<file path="src/rtl/avalon_mm_sdram_arb.sv">
// Avalon-MM arbiter merging CH_CNT SDRAM masters onto one slave port, with in-order read return.
// Define AVALON_MM_SDRAM_ARB_FIXED_PRIO_EN for fixed lowest-index priority instead of round-robin.
module avalon_mm_sdram_arb #(
  parameter int CH_CNT            = 4,
  parameter int ADDR_WIDTH        = 32,
  parameter int DATA_WIDTH        = 64,
  parameter int BURST_COUNT_WIDTH = 8,
  parameter int BYTE_ENABLE_WIDTH = DATA_WIDTH / 8,
  parameter int RD_PEND_DEPTH     = 16
) (
  input  logic                                  clk_i,
  input  logic                                  rst_i,
  input  logic [CH_CNT*ADDR_WIDTH-1:0]          s_address_i,
  input  logic [CH_CNT*BURST_COUNT_WIDTH-1:0]   s_burst_count_i,
  input  logic [CH_CNT*DATA_WIDTH-1:0]          s_write_data_i,
  input  logic [CH_CNT*BYTE_ENABLE_WIDTH-1:0]   s_byte_enable_i,
  input  logic [CH_CNT-1:0]                     s_write_i,
  input  logic [CH_CNT-1:0]                     s_read_i,
  output logic [CH_CNT-1:0]                     s_wait_request_o,
  output logic [DATA_WIDTH-1:0]                 s_read_data_o,
  output logic [CH_CNT-1:0]                     s_readdata_val_o,
  output logic [ADDR_WIDTH-1:0]                 m_address_o,
  output logic [BURST_COUNT_WIDTH-1:0]          m_burst_count_o,
  output logic [DATA_WIDTH-1:0]                 m_write_data_o,
  output logic [BYTE_ENABLE_WIDTH-1:0]          m_byte_enable_o,
  output logic                                  m_write_o,
  output logic                                  m_read_o,
  input  logic                                  m_wait_request_i,
  input  logic [DATA_WIDTH-1:0]                 m_read_data_i,
  input  logic                                  m_readdata_val_i,
  output logic                                  rd_unexp_o
);
  localparam int CH_W  = $clog2(CH_CNT);
  localparam int PTR_W = $clog2(RD_PEND_DEPTH);
  localparam int BCW   = BURST_COUNT_WIDTH;

  typedef enum logic [1:0] {IDLE, CMD, WR_BURST} state_t;
  state_t state, state_nxt;

  logic [CH_W-1:0]  grant_ch, grant_nxt, rr_ptr, rr_nxt, grant_inc;
  logic [BCW-1:0]   beats_left, beats_nxt, burst_eff, head_cnt, head_burst;
  logic [CH_W-1:0]  pend_ch    [RD_PEND_DEPTH];
  logic [BCW-1:0]   pend_burst [RD_PEND_DEPTH];
  logic [PTR_W-1:0] wr_ptr, rd_ptr;
  logic [PTR_W:0]   pend_cnt;
  logic             pend_full, pend_empty, push, pop, found;
  logic [CH_CNT-1:0] eligible;
  int               idx;

  always_comb begin
    m_address_o     = '0;
    m_burst_count_o = '0;
    m_write_data_o  = '0;
    m_byte_enable_o = '0;
    for (int k = 0; k < CH_CNT; k++) begin
      if (grant_ch == CH_W'(k)) begin
        m_address_o     = s_address_i[k*ADDR_WIDTH +: ADDR_WIDTH];
        m_burst_count_o = s_burst_count_i[k*BCW +: BCW];
        m_write_data_o  = s_write_data_i[k*DATA_WIDTH +: DATA_WIDTH];
        m_byte_enable_o = s_byte_enable_i[k*BYTE_ENABLE_WIDTH +: BYTE_ENABLE_WIDTH];
      end
    end
  end

  // A zero burst count behaves as a single beat everywhere.
  assign burst_eff  = (m_burst_count_o == '0) ? BCW'(1) : m_burst_count_o;
  assign grant_inc  = (grant_ch == CH_W'(CH_CNT - 1)) ? '0 : grant_ch + 1'b1;
  assign pend_empty = (pend_cnt == '0);
  assign pend_full  = (pend_cnt == (PTR_W+1)'(RD_PEND_DEPTH));
  assign eligible   = s_write_i | (s_read_i & {CH_CNT{~pend_full}});
  assign head_burst = pend_burst[rd_ptr];
  assign pop = m_readdata_val_i && !pend_empty &&
               (({1'b0, head_cnt} + (BCW+1)'(1)) == {1'b0, head_burst});

  always_comb begin
    grant_nxt = grant_ch;
    found     = 1'b0;
    idx       = 0;
    for (int i = 0; i < CH_CNT; i++) begin
      idx = int'(rr_ptr) + i;
      if (idx >= CH_CNT) idx = idx - CH_CNT;
      if (!found && eligible[CH_W'(idx)]) begin
        found     = 1'b1;
        grant_nxt = CH_W'(idx);
      end
    end
  end

  always_comb begin
    state_nxt        = state;
    beats_nxt        = beats_left;
    rr_nxt           = rr_ptr;
    m_write_o        = 1'b0;
    m_read_o         = 1'b0;
    s_wait_request_o = '1;
    push             = 1'b0;
    case (state)
      IDLE: if (found) state_nxt = CMD;
      CMD: begin
        m_write_o = s_write_i[grant_ch];
        m_read_o  = s_read_i[grant_ch] & ~s_write_i[grant_ch];
        s_wait_request_o[grant_ch] = m_wait_request_i;
        if (!m_wait_request_i) begin
          if (m_read_o) begin
            push      = 1'b1;
            state_nxt = IDLE;
            rr_nxt    = grant_inc;
          end else if (m_write_o) begin
            if (burst_eff > BCW'(1)) begin
              beats_nxt = burst_eff - 1'b1;
              state_nxt = WR_BURST;
            end else begin
              state_nxt = IDLE;
              rr_nxt    = grant_inc;
            end
          end
        end
      end
      WR_BURST: begin
        // Grant stays locked; a master dropping write only stalls the burst.
        m_write_o = s_write_i[grant_ch];
        s_wait_request_o[grant_ch] = m_wait_request_i;
        if (m_write_o && !m_wait_request_i) begin
          beats_nxt = beats_left - 1'b1;
          if (beats_left == BCW'(1)) begin
            state_nxt = IDLE;
            rr_nxt    = grant_inc;
          end
        end
      end
      default: state_nxt = IDLE;
    endcase
`ifdef AVALON_MM_SDRAM_ARB_FIXED_PRIO_EN
    rr_nxt = '0;
`endif
  end

  always_ff @(posedge clk_i) begin
    if (rst_i) begin
      state      <= IDLE;
      grant_ch   <= '0;
      rr_ptr     <= '0;
      beats_left <= '0;
    end else begin
      state      <= state_nxt;
      rr_ptr     <= rr_nxt;
      beats_left <= beats_nxt;
      if (state == IDLE && found) grant_ch <= grant_nxt;
    end
  end

  always_ff @(posedge clk_i) begin
    if (push) begin
      pend_ch[wr_ptr]    <= grant_ch;
      pend_burst[wr_ptr] <= burst_eff;
    end
  end

  always_ff @(posedge clk_i) begin
    if (rst_i) begin
      wr_ptr           <= '0;
      rd_ptr           <= '0;
      pend_cnt         <= '0;
      head_cnt         <= '0;
      s_read_data_o    <= '0;
      s_readdata_val_o <= '0;
      rd_unexp_o       <= 1'b0;
    end else begin
      s_readdata_val_o <= '0;
      if (push) wr_ptr <= wr_ptr + 1'b1;
      if (pop) begin
        rd_ptr   <= rd_ptr + 1'b1;
        head_cnt <= '0;
      end else if (m_readdata_val_i && !pend_empty) begin
        head_cnt <= head_cnt + 1'b1;
      end
      if (push && !pop)      pend_cnt <= pend_cnt + 1'b1;
      else if (pop && !push) pend_cnt <= pend_cnt - 1'b1;
      if (m_readdata_val_i) begin
        s_read_data_o <= m_read_data_i;
        if (pend_empty) rd_unexp_o <= 1'b1;
        else            s_readdata_val_o[pend_ch[rd_ptr]] <= 1'b1;
      end
    end
  end
endmodule

</file>
<file path="config.mk">
export PLATFORM = sky130hd
export DESIGN_NAME = avalon_mm_sdram_arb
export DESIGN_NICKNAME = d
export VERILOG_FILES = /design/src/rtl/avalon_mm_sdram_arb.sv
export SDC_FILE = /design/constraint.sdc
export NUM_CORES = 1
export LEC_CHECK = 0
export ABC_AREA = 1
export CAP_MARGIN = 20
export CELL_PAD_IN_SITES_DETAIL_PLACEMENT = 0
export CELL_PAD_IN_SITES_GLOBAL_PLACEMENT = 2
export CORE_ASPECT_RATIO = 1.1
export CORE_MARGIN = 4
export CORE_UTILIZATION = 20
export CTS_BUF_LIST = sky130_fd_sc_hd__clkbuf_8
export DETAILED_ROUTE_END_ITERATION = 8
export GPL_ROUTABILITY_DRIVEN = 0
export PLACE_DENSITY_LB_ADDON = 0.1
export SETUP_SLACK_MARGIN = 0.4
export SLEW_MARGIN = 20
export SYNTH_ARGS = -nofsm -noshare
export SYNTH_HDL_FRONTEND = slang
export SYNTH_SLANG_ARGS = --single-unit
export TNS_END_PERCENT = 50
</file>
<file path="constraint.sdc">
create_clock -name clk_i -period 3.7 [get_ports clk_i]
set_input_delay 0.555 -clock clk_i [delete_from_list [all_inputs] [get_ports clk_i]]
set_output_delay 0.555 -clock clk_i [all_outputs]
set_load 0.03 [all_outputs]
</file>
-- After elaboration in Yosys (flattened, before gate mapping)
Memories as Yosys holds them, arrays and structs flattened. A register that Yosys moved wholly into a read port is not among the register bits.
Cells that the tools add are included.
- mux-type cells: 85
- multipliers: 0
- add/subtract/negate cells: 16
- div/mod/pow operators: 0
- bitwise gates (word level): 8
- shifts and indexed selects: 0
- eq/ne operators: 17
- reductions and logical operators: 33
- magnitude comparators: 13
- operator list (cell ; count):
    64-bit 2-to-1 mux ; 4
    32-bit 2-to-1 mux ; 4
    8-bit 2-to-1 mux ; 14
    2-bit 2-to-1 mux ; 22
    1-bit 2-to-1 mux ; 23
    4-bit 2-to-1 mux ; 5
    2-bit by 4-bit less-than comparator with 1-bit output, second input constant ; 4
    8-bit one-hot mux with 2 select lines ; 1
    8-bit by 1-bit subtractor with 8-bit output, second input constant ; 2
    2-bit inequality test, second input constant ; 7
    1-bit binary-select mux with 2-bit select ; 6
    6-bit AND reduction ; 2
    1-bit logical AND ; 11
    5-bit 2-to-1 mux ; 2
    8-bit by 1-bit adder with 9-bit output, second input constant ; 1
    9-bit by 8-bit equality test with 1-bit output ; 1
    3-bit >= comparator, second input constant ; 3
    4-bit by 1-bit adder with 4-bit output, second input constant ; 2
    8-bit by 1-bit adder with 8-bit output, second input constant ; 1
    8-bit by 1-bit equality test with 1-bit output, second input constant ; 1
    8-bit by 1-bit > comparator with 1-bit output, second input constant ; 1
    8-bit zero test ; 1
    4-bit bitwise OR ; 2
    2-bit by 1-bit subtractor with 2-bit output, second input constant ; 4
    28 further kinds ; 48
- input bits: 524
- register bits after elaboration: 104
- bits in writable memories: 160
- output and inout port bits: 187
- bits in latches: 0
- bits in read-only memories: 0
- memories kept: 2
- memory list (name ; words ; width ; rd ports ; clocked after Yosys merged registers in ; wr ports ; line ; RTL):
    pend_burst ; 16 ; 8 ; 1 ; 1 ; 1 ; 43 ; logic [BCW-1:0] pend_burst [RD_PEND_DEPTH];
    pend_ch ; 16 ; 2 ; 1 ; 1 ; 1 ; 42 ; logic [CH_W-1:0] pend_ch [RD_PEND_DEPTH];

-- Longest topological paths before layout
Gate-level depths: netlist of run 1.
- depth after elaboration: 19
- gate-level depth with buffers: 26
- depth with buffers taken out: 24

-- Worst setup path after synthesis of run 1
No wires, ideal clock.
- kind: register to register
- start: register grant_ch[0]
- end: register beats_left[4]
- required time: 3.572 ns
- clock period less this slack: 3.476 ns
- buffers on the path: 1
- slack: 0.224 ns
- cell stages (with the launch flop): 22
- arrival: 3.349 ns
- path through: dfxtp_1 -> inv_1 -> ha_1 -> inv_1 -> nor2_2 -> buf_6 -> a22oi_1 -> nand2_1 -> nand2_1 -> nand2_1 -> nor2_1 -> nand3_1 -> nand2_1 -> inv_1 -> ha_1 -> or2_2 -> nand3_2 -> nand2_4 -> inv_2 -> nand2_1 -> o21ai_1 -> nor2_1
- cells in the longest elaborated chain, start to end: 13
- elaborated cells between the ends (all ways): 29
- RTL lines (item ; line ; RTL):
    from (decl) ; 40 ; logic [CH_W-1:0] grant_ch, grant_nxt, rr_ptr, rr_nxt, grant_inc;
    from (signal assigned) ; 148 ; if (state == IDLE && found) grant_ch <= grant_nxt;
    2-bit zero test ; 56 ; if (grant_ch == CH_W'(k)) begin
    8-bit 2-to-1 mux (3 in a row) ; 56 ;
    8-bit 2-to-1 mux (*) ; 56 ;
    8-bit zero test ; 66 ; assign burst_eff = (m_burst_count_o == '0) ? BCW'(1) : m_burst_count_o;
    8-bit 2-to-1 mux (*) ; 66 ;
    net burst_eff[1] ; 41 ; logic [BCW-1:0] beats_left, beats_nxt, burst_eff, head_cnt, head_burst;
    8-bit by 1-bit subtractor with 8-bit output ; 110 ; beats_nxt = burst_eff - 1'b1;
    8-bit 2-to-1 mux ; 109 ; if (burst_eff > BCW'(1)) begin
    8-bit 2-to-1 mux ; 108 ; end else if (m_write_o) begin
    8-bit 2-to-1 mux ; 104 ; if (m_read_o) begin
    8-bit 2-to-1 mux ; 103 ; if (!m_wait_request_i) begin
    8-bit one-hot mux with 2 select lines ; 97 ; case (state)
    to (signal assigned) ; 147 ; beats_left <= beats_nxt;
    to (decl) ; 41 ;
Mark *: on every way through the listed nets, which the timed path passes. The rest lies on a longest branch. The select of a mux whose other input is x is not followed.
A chain may end at the register's enable or synchronous reset.

-- Worst setup path after layout of run 1
- start: register grant_ch[1]
- end: output m_write_data_o[30]
- cells in the longest elaborated chain, start to end: 5
- elaborated cells between the ends (all ways): 8
- RTL lines (item ; line ; RTL):
    2-bit zero test ; 56 ;
    64-bit 2-to-1 mux (3 in a row) ; 56 ;
    64-bit 2-to-1 mux (*) ; 56 ;
    to (decl) ; 24 ; output logic [DATA_WIDTH-1:0] m_write_data_o,
Mark *: on every way between the ends. The rest lies on a longest branch, timed or not.

==> metrics, run 1 <==
status complete, no violations; Final Hold Viols 0; final wirelength 100000 µm; area occupied by multi-input gates 0.00738 mm²; setup TNS 0 ns; first-pass GRT wire length 135000 µm; crit start category register; worst r2r src grant_ch[0]; Nets 3214; 1st-pass router iterations 5; fraction of synthesized area in multiplexers 0.0670%; Port Buffer Count 710; leading area contributor after synthesis edfxtp_1; final critical-path required period 3.28 ns; Vias 17200; hold crit path type reg -> reg; largest net degree at the start of global routing 80; most frequent CP cell buf_12; Initial Util 20.3%; WP data arrival 2.72 ns; core box area 0.0737 mm²; CTS tree done; slew margin rel. 45.8%; Clk Latency, worst-skew pair 0.64 ns; WL/cell 27.2 µm; die height 295 µm; antenna-violating nets left 0; Overflow after GRT 0; initial antenna violation count 39; Fill cells 7569; Cell Area, Synth 0.0149 mm²; sequential area share after synthesis 46.6%; Fmax 305 MHz; Synth Area in Adders 1.89%; HP Start grant_ch[0]; Synth top area share 32.2%; Crit Path Category reg -> out; share of post-route cells with drive strength above 1 16.1%; fraction of synthesis flops using an asynchronous set or reset pin 0%; Reg clk slew, reported paths 0.05 ns; TritonCTS Buffers 49; post-route cell area 0.0263 mm²; placed cells 3535; Tcrit/Tclk final 88.6%; cell with the most instances after synthesis nand2_1; DR DRC count 0; syn_area_per_cell 7.89 µm²; ys flop type edfxtp_1; cell count after synthesis 1894; vias per inst 4.68; VDD IR max 587 µV; storage element area 0.00698 mm²; cell row count 104; most area-consuming cells after synthesis edfxtp_1 32%, dfxtp_1 14%, nand2_1 10%, nor2_1 9.3%, a221oi_1 6.1%; Leakage 0.0104 µW; Least-Margin Pin Slew 0.812 ns; Horiz. Die Dim 269 µm; simple-gate portion of the synthesized area 25.0%; worst setup path startpoint grant_ch[1]; # IOs 711; Compound-Gate Fraction of Synth Area 18.3%; PD cells 838 mW/mm²; critical path cell sequence clkinvlp_4 -> ha_4 -> nor2_4 -> buf_12 -> buf_16 -> a221oi_2 -> o31ai_2 -> buf_4 -> buf_12; worst path required time 3.14 ns; Post-DP HPWL 77600 µm; Yosys reg bits 268; Net Count, Synth 2440; Setup crit end kind output port; die footprint 0.0791 mm²; crit-path max FO 17; setup violators final 0; EDFF count, synth 160; main combinational cell family by area after synthesis simple AND/OR/NAND/NOR gates; H-Tree Depth 2; Max clock buf depth 3; placed cell area 0.0242 mm²; clock sink count 268; Netlist cell types 42; clk_skew 0.0441 ns; most frequent cells after synthesis 405 x nand2_1, 370 x nor2_1, 160 x edfxtp_1; Critical Path Slowest Stage Cell dfxtp_4; Area Growth Syn to Fin 76.3%; Max Slew Vio Count 0; final non-filler cell total 3672; Starting DRT DRC Count 993; GRT Util Overall 24.1%; unrepaired setup endpoints after global routing yes; Synthesis Warnings 0; Max Cap Violations 0; clk root buf clkbuf_8; vias in the first global route 17400; slowest cell delay on critical path 0.38 ns; xor and xnor area share after synthesis 0.586%
-- per-stage QoR --
| stage | total power, µW | util (%) | hold slack [ns] | setup WS, ns |
|---|---|---|---|---|
| detailed placement | 18000 | 32.9 | 0.465 | 0.280 |
| global placement | 18100 | 32.9 | 0.465 | 0.255 |
| floorplan | 10200 | - | 0.443 | 0.417 |
| global route | 23100 | 35.7 | 0.481 | 0.293 |
| CTS | 22000 | 35.1 | 0.443 | 0.333 |
| finish | 22100 | 35.7 | 0.466 | 0.421 |
-- final timing paths --
path                                           end  slack, ns  cells past startpoint
worst max register to register       beats_left[4]       0.50                     21
worst max-delay path            m_write_data_o[30]       0.42                      9
worst min-delay path                 pend_ch[2][0]       0.47                      0
worst min register to register       pend_ch[2][0]       0.47                      0
-- layout make-up --
class                      instances  share of cell area [%]
antenna                           13                   0.124
clock buffer                      51                    2.67
clock inverter                    37                   0.974
inverter                         137                    2.11
multi-input combinational       1357                    28.0
sequential                       268                    26.5
tap                              954                    4.53
timing repair buffer             855                    35.1
-- flip-flops by register name, indices dropped and copies added, names as in the netlist, 4 cells and up, named ones only --
| register | cells |
|---|---|
| pend_burst | 128 |
| s_read_data_o | 64 |
| pend_ch | 32 |
| beats_left | 8 |
| head_cnt | 8 |
| pend_cnt | 5 |
| rd_ptr | 4 |
| s_readdata_val_o | 4 |
| wr_ptr | 4 |
-- cells by family (layout without fill, tap and decap cells) --
family	count (synthesis)	after routing
simple gates	924	924
compound gates	400	400
buf+inv	269	1080
flops	268	268
fa+ha+maj	22	22
xor+xnor	10	10
mux	1	1
other cells	0	13
-- worst max-delay path: cells and delay by family, from the launching register on --
family / cells / cell delay (ns)
compound gates: 2 / 0.49
fa+ha+maj: 1 / 0.23
buf+inv: 5 / 0.85
flops: 1 / 0.38
simple gates: 1 / 0.15
-- where the power goes --
part | total [µW] | switching (µW) | internal (µW)
Clock | 2860 | 1360 | 1500
Combinational | 15300 | 8750 | 6570
Sequential | 3890 | 119 | 3770
-- routing by layer --
layer,vias to the layer above,part of all wire (%),global-route usage [%]
met5,-,0.19,0
met4,30,2.6,5.67
met3,156,6.4,6.39
met2,600,51,44.1
met1,8275,39,28.0
li1,8108,-,-
-- timing repair --
item                                   CTS  global route
buffers inserted                        16            11
gates cloned                             4             5
setup endpoints to repair              116            80
endpoints found under the hold margin    0             0
pin swaps                                5             9
gates resized for setup                 71            59
hold buffers                             0             0
-- placed cells by master, fill, tap and decap left out, types with 11 or more instances in the layout --
master	synthesis	routed
clkdlybuf4s50_1	0	595
nand2_1	405	401
nor2_1	370	367
edfxtp_1	160	160
buf_4	3	150
inv_1	130	140
nand3_1	118	110
o21ai_0	109	107
dfxtp_1	108	104
a221oi_1	104	90
buf_12	0	84
o31ai_1	105	70
clkbuf_8	0	51
a21oi_1	42	40
o31ai_2	0	33
o21ai_1	16	17
ha_1	21	17
diode_2	0	13
nand3_2	3	11
Note: power is estimated with default switching activity, not from simulation.
==> run 2: changes to the inputs <==
Settings changed: ABC_AREA 1 to not set, CORE_AREA set to 4 4 275 277, CORE_ASPECT_RATIO 1.1 to not set, CORE_MARGIN 4 to not set, CORE_UTILIZATION 20 to not set, DIE_AREA set to 0 0 279 281, REMOVE_ABC_BUFFERS set to 1.
==> run 2 against run 1 <==
Synthesized cell count fell by 28%. Area after synthesis fell by 5.0%. Maximum frequency fell by 11%. Sequential power is 7.5% lower. Hold slack got worse by 0.059 ns. Clock skew fell by 0.014 ns. First-iteration DRC count shrank 5.3%. Clock-buffer cell count decreased by 2. Register-to-register slack got worse by 0.47 ns.
==> metrics, run 2 <==
status complete, no violations; crit start category register; most area-consuming cells after synthesis edfxtp_1 34%, dfxtp_1 15%, o21ai_0 7.9%, a221o_1 7.5%, mux4_2 6.8%; Cell Area, Synth 0.0142 mm² (-5.0%); xor and xnor area share after synthesis 1.85% (+1.3 points); fraction of synthesis flops using an asynchronous set or reset pin 0% (unchanged); Min-Delay Endpoint s_read_data_o[26]; Synth Area in Adders 1.99% (+0.099 points); antenna-violating nets left 0 (unchanged); clk_skew 0.0303 ns (-0.0138 ns); max reg flops 128 (unchanged); Horiz. Die Dim 279 µm (+3.9%); Fmax 272 MHz (-11%); Max Slew Vio Count 0 (unchanged); leading area contributor after synthesis edfxtp_1; Setup crit end kind register; Crit Path Category reg -> reg; Tcrit/Tclk final 99.2% (+11 points); sequential area share after synthesis 49.1% (+2.4 points); Final Hold Viols 0 (unchanged); first-pass GRT wire length 120000 µm (-12%); Synthesis Warnings 0 (unchanged); ys flop type edfxtp_1; # hold bufs at CTS 0 (unchanged); main combinational cell family by area after synthesis compound AO/OA/AOI/OAI gates; setup violators final 0 (unchanged); Area Growth Syn to Fin 77.4%; final non-filler cell total 3178 (-13%); simple-gate portion of the synthesized area 11.2% (-14 points); Least-Margin Pin Slew 1.05 ns (+0.234 ns); share of post-route cells with drive strength above 1 20.4% (+4.3 points); Crit Reg-Reg Endpoint pend_cnt[4]; hold crit path type in -> reg; post-route cell area 0.0252 mm² (-4.4%); r2r setup slk 0.03 ns (-0.47 ns); crit-path max FO 5 (-12); Largest regs pend_burst x128, s_read_data_o x64, pend_ch x32; placed cells 3028 (-14%); Compound-Gate Fraction of Synth Area 19.2% (+0.84 points); placed cell area 0.0231 mm² (-4.7%); vias per inst 4.63 (-1.0%); # IOs 711 (unchanged); 1st-pass router iterations 5 (unchanged); setup TNS 0 ns (unchanged); most common cell after layout, fill and taps aside clkdlybuf4s50_1; Overflow after GRT 0 (unchanged); die footprint 0.0784 mm² (-0.90%); PD cells 588 mW/mm² (-30%); Netlist cell types 58 (+38%); vias in the first global route 15300 (-12%); largest net degree at the start of global routing 59 (-26%); Max Cap Violations 0 (unchanged); Fill cells 7382 (-2.5%); DR DRC count 0 (unchanged); slew margin rel. 30.3% (-16 points); TritonCTS Buffers 48 (-2.0%); Place WS -0.335 ns (-0.615 ns); area occupied by multi-input gates 0.00697 mm² (-5.5%); EDFF count, synth 160 (unchanged); HP Start m_readdata_val_i; Starting DRT DRC Count 940 (-5.3%); die height 281 µm (-4.6%); Vias 14700 (-14%); Clk Latency, worst-skew pair 0.62 ns (-0.02 ns); WP data arrival 4.22 ns (+1.50 ns); Final WS setup 0.0281 ns (-0.393 ns); cell count after synthesis 1364 (-28%); H-Tree Depth 2 (unchanged); Synth top area share 33.9% (+1.7 points); fraction of synthesized area in multiplexers 12.6% (+13 points); most frequent cells after synthesis 224 x o21ai_0, 160 x edfxtp_1, 152 x nand2_1; cell row count 99 (-4.8%); worst hold stages 4 (+4); Leakage 0.00920 µW (-12%); register with the most flip-flops pend_burst; final critical-path required period 3.67 ns (+0.393 ns); CTS tree done; VDD IR max 302 µV (-49%); hold_ws 0.406 ns (-0.0593 ns); clk root buf clkbuf_8; initial antenna violation count 41 (+5.1%); Port Buffer Count 710 (unchanged); Nets 2722 (-15%); clock sink count 268 (unchanged); WL/cell 27.9 µm (+2.4%); Initial Util 19.5% (-0.80 points); core box area 0.0728 mm² (-1.1%); commonest non-fill, non-tap cells in the layout 593 x clkdlybuf4s50_1, 210 x o21ai_0, 166 x buf_4; syn_area_per_cell 10.4 µm² (+32%); Critical Path Slowest Stage Cell or4_4; critical path cell sequence buf_12 -> mux4_2 -> a22oi_2 -> nand3_2 -> xnor2_1 -> or4_4 -> nor2_4 -> buf_6 -> inv_4 -> ha_4 -> inv_2 -> ha_1 -> a21o_1 -> a21oi_2 -> xnor2_1 -> or3_1 -> a21oi_2; slowest cell delay on critical path 0.54 ns (+0.16 ns); unrepaired setup endpoints after global routing yes; storage element area 0.00698 mm² (about the same); final wirelength 88700 µm (-11%); Reg clk slew, reported paths 0.07 ns (+0.02 ns); worst reg2reg path depth 17 (-19%); cell with the most instances after synthesis o21ai_0; worst path required time 4.25 ns (+1.11 ns); Max clock buf depth 3 (unchanged); Yosys reg bits 268 (unchanged); Post-DP HPWL 67500 µm (-13%); GRT Util Overall 21.4% (-2.7 points)
-- run 2: timing repair --
| item | 4_1_cts | 5_1_grt |
|---|---|---|
| pin swaps | 29 | 27 |
| setup buffers | 31 | 16 |
| cloned | 8 | 2 |
| setup endpoints to repair | 114 | 62 |
| gates resized for setup | 282 | 63 |
-- run 2: layout make-up --
type                    instances  share of cell area, %
well taps                     959                   4.77
clock buffers                  49                   2.68
multi-input cells             948                   27.7
clock inverters                39                   1.22
inverters                      35                  0.582
flip-flops and latches        268                   27.7
diodes                          5                 0.0497
repair buffers                875                   35.3
-- run 2: power by group --
part | total, µW | switching [µW] | internal (µW)
Sequential | 3600 | 81.0 | 3520
Combinational | 8290 | 4760 | 3530
Clock | 2900 | 1300 | 1590
Total | 14800 | 6150 | 8640
-- run 2: kinds of logic (layout without fill, tap and decap cells) --
family | count (synthesis) | count (layout)
AOI/OAI and AO/OA | 408 | 408
and+or+nand+nor | 363 | 363
DFF | 268 | 268
buffers and inverters | 148 | 998
muxes | 125 | 125
xor gates and xnor gates | 30 | 30
adders and majority gates | 22 | 22
other | 0 | 5
-- run 2: worst max path at each step --
stage	startpoint	slack [ns]	end	cells after the start
floorplan	grant_ch[1]	-5.58	beats_left[2]	14
global placement	register	-0.34	pend_cnt[4]	16
detailed placement	register	-0.33	pend_cnt[4]	18
CTS	register	0.04	pend_cnt[4]	17
global route	register	-0.18	pend_cnt[4]	17
finish	register	0.03	pend_cnt[4]	17
-- run 2: worst max-delay path: cells and delay by family (launching register included) --
kind / cells / cell delay [ns]
fa+ha+maj: 2 / 0.38
xor+xnor: 2 / 0.22
buf+inv: 4 / 0.35
mux: 1 / 0.51
simple gates: 4 / 1.13
compound gates: 4 / 0.63
flops: 1 / 0.40
-- run 2: per-layer routing --
layer	track usage, %	wire [µm]	vias up
met2	39.4	46200	526
met3	5.37	5330	133
li1	-	-	6810
met5	0	122	-
met4	3.16	1510	16
met1	25.8	35500	7224
-- run 2: metrics by stage --
step | util, % | power (µW)
finish | 34.6 | 14800
CTS | 34.1 | 14700
global placement | 31.7 | 11200
detailed placement | 31.7 | 11200
floorplan | - | 7460
global route | 34.6 | 15600
